===== src/rtl/simulate_pkg.sv =====
// Shared widths, limits and direction type for the LED fade/PWM design.
package simulate_pkg;

    localparam int DUTY_MAX = 1023;
    localparam int PWM_W    = 10;
    localparam int DUTY_W   = 11;
    localparam int SPEED_W  = 11;

    typedef enum logic {
        DIR_UP   = 1'b0,
        DIR_DOWN = 1'b1
    } dir_t;

endpackage


===== src/rtl/fade_cycle.sv =====
// Triangle-wave duty generator: a prescaler sets the step rate and the duty
// bounces between 0 and DUTY_MAX, one step per tick.
module fade_cycle
    import simulate_pkg::*;
(
    input  logic               clk,
    input  logic               rst,
    input  logic [SPEED_W-1:0] speed,
    output logic [DUTY_W-1:0]  duty
);

    localparam logic [DUTY_W-1:0] DUTY_TOP = DUTY_W'(DUTY_MAX);

    logic [SPEED_W-1:0] presc_reg;
    logic [SPEED_W-1:0] limit;
    logic               tick;
    dir_t               dir_reg;
    logic [DUTY_W-1:0]  r_count_cur;

    // Speed 0 behaves like 1; >= lets a lowered speed fire at once instead of wrapping.
    always_comb begin
        limit = (speed == '0) ? '0 : speed - SPEED_W'(1);
        tick  = (presc_reg >= limit);
    end

    always_ff @(posedge clk) begin
        if (rst) begin
            presc_reg   <= '0;
            dir_reg     <= DIR_UP;
            r_count_cur <= '0;
        end else begin
            presc_reg <= tick ? '0 : presc_reg + SPEED_W'(1);
            if (tick) begin
                if (dir_reg == DIR_UP) begin
                    if (r_count_cur == DUTY_TOP) begin
                        dir_reg     <= DIR_DOWN;
                        r_count_cur <= DUTY_TOP - DUTY_W'(1);
                    end else begin
                        r_count_cur <= r_count_cur + DUTY_W'(1);
                    end
                end else begin
                    if (r_count_cur == '0) begin
                        dir_reg     <= DIR_UP;
                        r_count_cur <= DUTY_W'(1);
                    end else begin
                        r_count_cur <= r_count_cur - DUTY_W'(1);
                    end
                end
            end
        end
    end

    assign duty = r_count_cur;

endmodule


===== src/rtl/simulate.sv =====
// LED breathing driver: free-running 10-bit PWM compared against a fading duty.
// Define SIMULATE_REG_OUT_EN to drive o_led from a flop (one extra cycle of latency).
module simulate
    import simulate_pkg::*;
(
    input  logic               i_clk,
    input  logic               i_rst,
    input  logic [SPEED_W-1:0] i_speed,
    output logic               o_led
);

    logic [PWM_W-1:0]  pwm_reg;
    logic [DUTY_W-1:0] duty;
    logic              led_next;

    always_ff @(posedge i_clk) begin
        if (i_rst) begin
            pwm_reg <= '0;
        end else begin
            pwm_reg <= pwm_reg + PWM_W'(1);
        end
    end

    fade_cycle simulate_cycle (
        .clk   (i_clk),
        .rst   (i_rst),
        .speed (i_speed),
        .duty  (duty)
    );

    assign led_next = ({1'b0, pwm_reg} < duty);

`ifdef SIMULATE_REG_OUT_EN
    logic led_reg;

    always_ff @(posedge i_clk) begin
        if (i_rst) begin
            led_reg <= 1'b0;
        end else begin
            led_reg <= led_next;
        end
    end

    assign o_led = led_reg;
`else
    assign o_led = i_rst ? 1'b0 : led_next;
`endif

endmodule


===== config.mk =====
export PLATFORM = sky130hd
export DESIGN_NAME = simulate
export DESIGN_NICKNAME = d
export VERILOG_FILES = /design/src/rtl/simulate_pkg.sv /design/src/rtl/fade_cycle.sv /design/src/rtl/simulate.sv
export SDC_FILE = /design/constraint.sdc
export NUM_CORES = 1
export LEC_CHECK = 0
export BUFFER_PORTS_ARGS = -buffer_cell sky130_fd_sc_hd__buf_2
export CAP_MARGIN = 10
export CORE_MARGIN = 1.5
export CORE_UTILIZATION = 55
export DETAILED_ROUTE_END_ITERATION = 7
export PLACE_DENSITY = 0.76
export SLEW_MARGIN = 30
export SYNTH_ARGS = -nofsm -noshare
export SYNTH_HDL_FRONTEND = slang
export SYNTH_SLANG_ARGS = --single-unit

===== constraint.sdc =====
create_clock -name i_clk -period 2.9 [get_ports i_clk]
set_input_delay 0.145 -clock i_clk [delete_from_list [all_inputs] [get_ports i_clk]]
set_output_delay 0.145 -clock i_clk [all_outputs]
set_load 0.02 [all_outputs]

==> impl_metrics.yaml <==
finish:
  multiInputGateArea_sq_um: 1690
  fillers: 355
  nets: 374
  syn_to_final_growth_pct: 17.8
  num_antenna_cells: 0
  final_core_util_pct: 68.9
  drive_gt1_share_pct: 19.0
  regArea_sq_um: 661
floorplan:
  start_util_pct: 58.5
  core_area_sq_um: 4120
  io_pins: 14
  die_y_microns: 69.2
  rows: 23
  die_area_sq_um: 4780
  die_w_microns: 69.2
synthesis:
  ys_seq_area_share_pct: 27.4
  async_flop_share_pct: 0
  synth-edff-count: 0
  ys_types: 47
  yosys_most_used_dff: "dfxtp_1"
  synthTopCellsByCount: "nor2_1 (42), dfxtp_1 (33), nand2_1 (28)"
  synth.most_common_cell: "nor2_1"
  ys_warn_count: 0
  syn_avg_cell_area_sq_um: 7.79
  synth-seq-cells: 33
  synthCells: 309
  yosysTopAreaCell: "dfxtp_1"
  synth_top_area_share_pct: 27.4
  syn-num-nets: 347
  synth_area_leaders: "dfxtp_1 (27%), ha_1 (13%), nor2_1 (6.5%)"
  synth_area_sq_um: 2410
worst_setup_path:
  cp-end-kind: "flip-flop"
  worst_path_largest_cell_delay_ps: 390
  cp_common_cell: "or3_4"
  arrival_ps: 3040
  path_max_fanout: 5
  cp_cell_sequence: "buf_4 > clkinv_4 > ha_4 > nand3_2 > or3_4 > or3_4 > or2_4 > nand2_1 > ha_1 > a21oi_2 > o21ai_2 > a221oi_2 > o21a_1 > buf_2 > o21ai_0 > a21oi_1"
  cp_data_required_time_ps: 3110
  worst_setup_path_start_kind: "input pin"
  crit_family: "simple AND/OR/NAND/NOR gates"
  path_class: "input pin to flip-flop"
  critPathBufInv: 3
  slowest_stage: "or3_4"
detailed_routing:
  postRouteAntennaNets: 0
  wl_per_cell_microns: 14.3
  wl_microns: 5530
  drt_iter0_drc: 201
  wl_met3_microns: 304
  dr_wl_met2_microns: 2510
  vias: 2302
  dr.pass1.iters: 5
  vias_per_cell: 5.95
  wirelength_met1_microns: 2690
  drcViolationCount: 0
  topRoutingLayerUsed: "met4"
clock_tree:
  clk_latency_ps: 280
  htreeDepth: 2
  clock_sinks: 33
  numCtsBuffers: 5
  clockRootBuffer: "clkbuf_8"
  ctsHoldBuffers: 0
  cts_tree: "yes"
  clk_pin_slew_ps: 70
  clockBufferDepth: 2
global_routing:
  antenna_found_initial: 0
  grt_max_degree: 25
  grt_pass1_vias: 2115
  grt_pass1_wl_microns: 9330
  grt_overflow_total: 0
  grt_usage_pct: 23.0
run:
  cap_violations: 0
timing:
  finalSetupTns_ps: 0
  setup_viol: 0
  max_slew_margin_pct: 50.3
  tightest_slew_ps: 742
  slew_violations: 0
  hold_violations: 0
  fin_crit_sh_pct: 97.5
  fin_skew_ps: 7.90
  rsz0062_at_grt: "yes"
  min_period_ps: 2830
  fmax_mhz: 354
status:
  run_status: "finished, final reports clean"
power_and_ir_drop:
  leakage_nw: 1.19
  ir_drop_mv: 0.288
  power.total_w: 0.00104
  power_density_nw_per_um2: 365
placement:
  port_buffers: 13
  post-dp-hpwl_microns: 3900
  gp_congestion: 0.826
hold_path:
  hold_class: "input pin to flip-flop"
[final timing paths]
path	start	to	slack, ps	cells past startpoint
max	i_speed[1]	simulate_cycle.duty[3]	70	16
min	i_rst	pwm_reg[9]	280	2
max reg2reg	simulate_cycle.duty[0]	simulate_cycle.duty[0]	550	7
min reg2reg	pwm_reg[0]	pwm_reg[0]	470	1
[layer usage]
| layer | track usage [%] | vias to the layer above |
|---|---|---|
| li1 | - | 1146 |
| met3 | 5.12 | 4 |
| met4 | 6.10 | 0 |
| met1 | 32.9 | 1085 |
| met5 | 0 | - |
| met2 | 34.7 | 67 |
[cell usage in the layout (no fill, tap or decap), types with 2 or more instances in the layout]
cell,instances
nor2_2,2
a21oi_1,18
or2_4,2
or3_4,2
nand2_1,28
xnor2_1,10
buf_2,12
ha_1,23
nand3_1,17
a21o_1,3
o21ai_1,2
buf_6,3
o21ai_0,12
clkinv_4,2
a31oi_1,3
a221oi_1,2
a311oi_1,3
ha_4,2
nand4_1,7
a211oi_1,5
xor2_1,16
and2_1,2
dfxtp_1,33
o21a_1,2
nor2b_1,3
a211o_1,3
nor4_1,2
inv_1,16
buf_4,18
clkbuf_8,6
nand2b_1,2
and3_1,5
o32ai_1,2
nor3_1,5
a21oi_2,2
nor2_1,41
[where the power goes]
part / total, W / internal (W) / switching (W)
Sequential: 0.000470 / 0.000461 / 0.00000931
Clock: 0.000448 / 0.000280 / 0.000167
Combinational: 0.000119 / 0.0000599 / 0.0000592
Total: 0.00104 / 0.000801 / 0.000236
[timing repair]
item                       4_1_cts  5_1_grt
gates resized for setup          1       18
buffers inserted                 0        2
setup endpoints to repair        6       22
hold endpoints to repair         0        0
pin swaps                        1        5
cloned                           0        2
[cells by family after synthesis]
kind of cell | count (synthesis) | share of synthesized area, %
AND/OR/NAND/NOR | 127 | 26.4
XOR/XNOR | 26 | 9.46
AO/OA/AOI/OAI | 66 | 18.0
flip-flops | 33 | 27.4
adder cells (fa/ha/maj) | 25 | 13.0
buffers and inverters | 32 | 5.72
[layout make-up]
| type | count | area share, % |
|---|---|---|
| clock buffers | 7 | 3.04 |
| clock inverters | 1 | 1.06 |
| inverters | 18 | 2.73 |
| multi-input cells | 245 | 59.6 |
| flip-flops and latches | 33 | 23.3 |
| well taps | 50 | 2.21 |
| repair buffers | 33 | 8.07 |
[through the flow]
step           setup WS (ps)  instance area [sq um]  instances  hold WS, ps
2_1_floorplan          -29.0                   2460        309          217
3_3_place_gp            -256                   2630        375          440
3_5_place_dp            -374                   2630        375          447
4_1_cts                 8.12                   2750        383          277
5_1_grt                -94.0                   2840        387          300
6_report                71.4                   2840        387          283
Note: power is estimated with default switching activity, not from simulation.
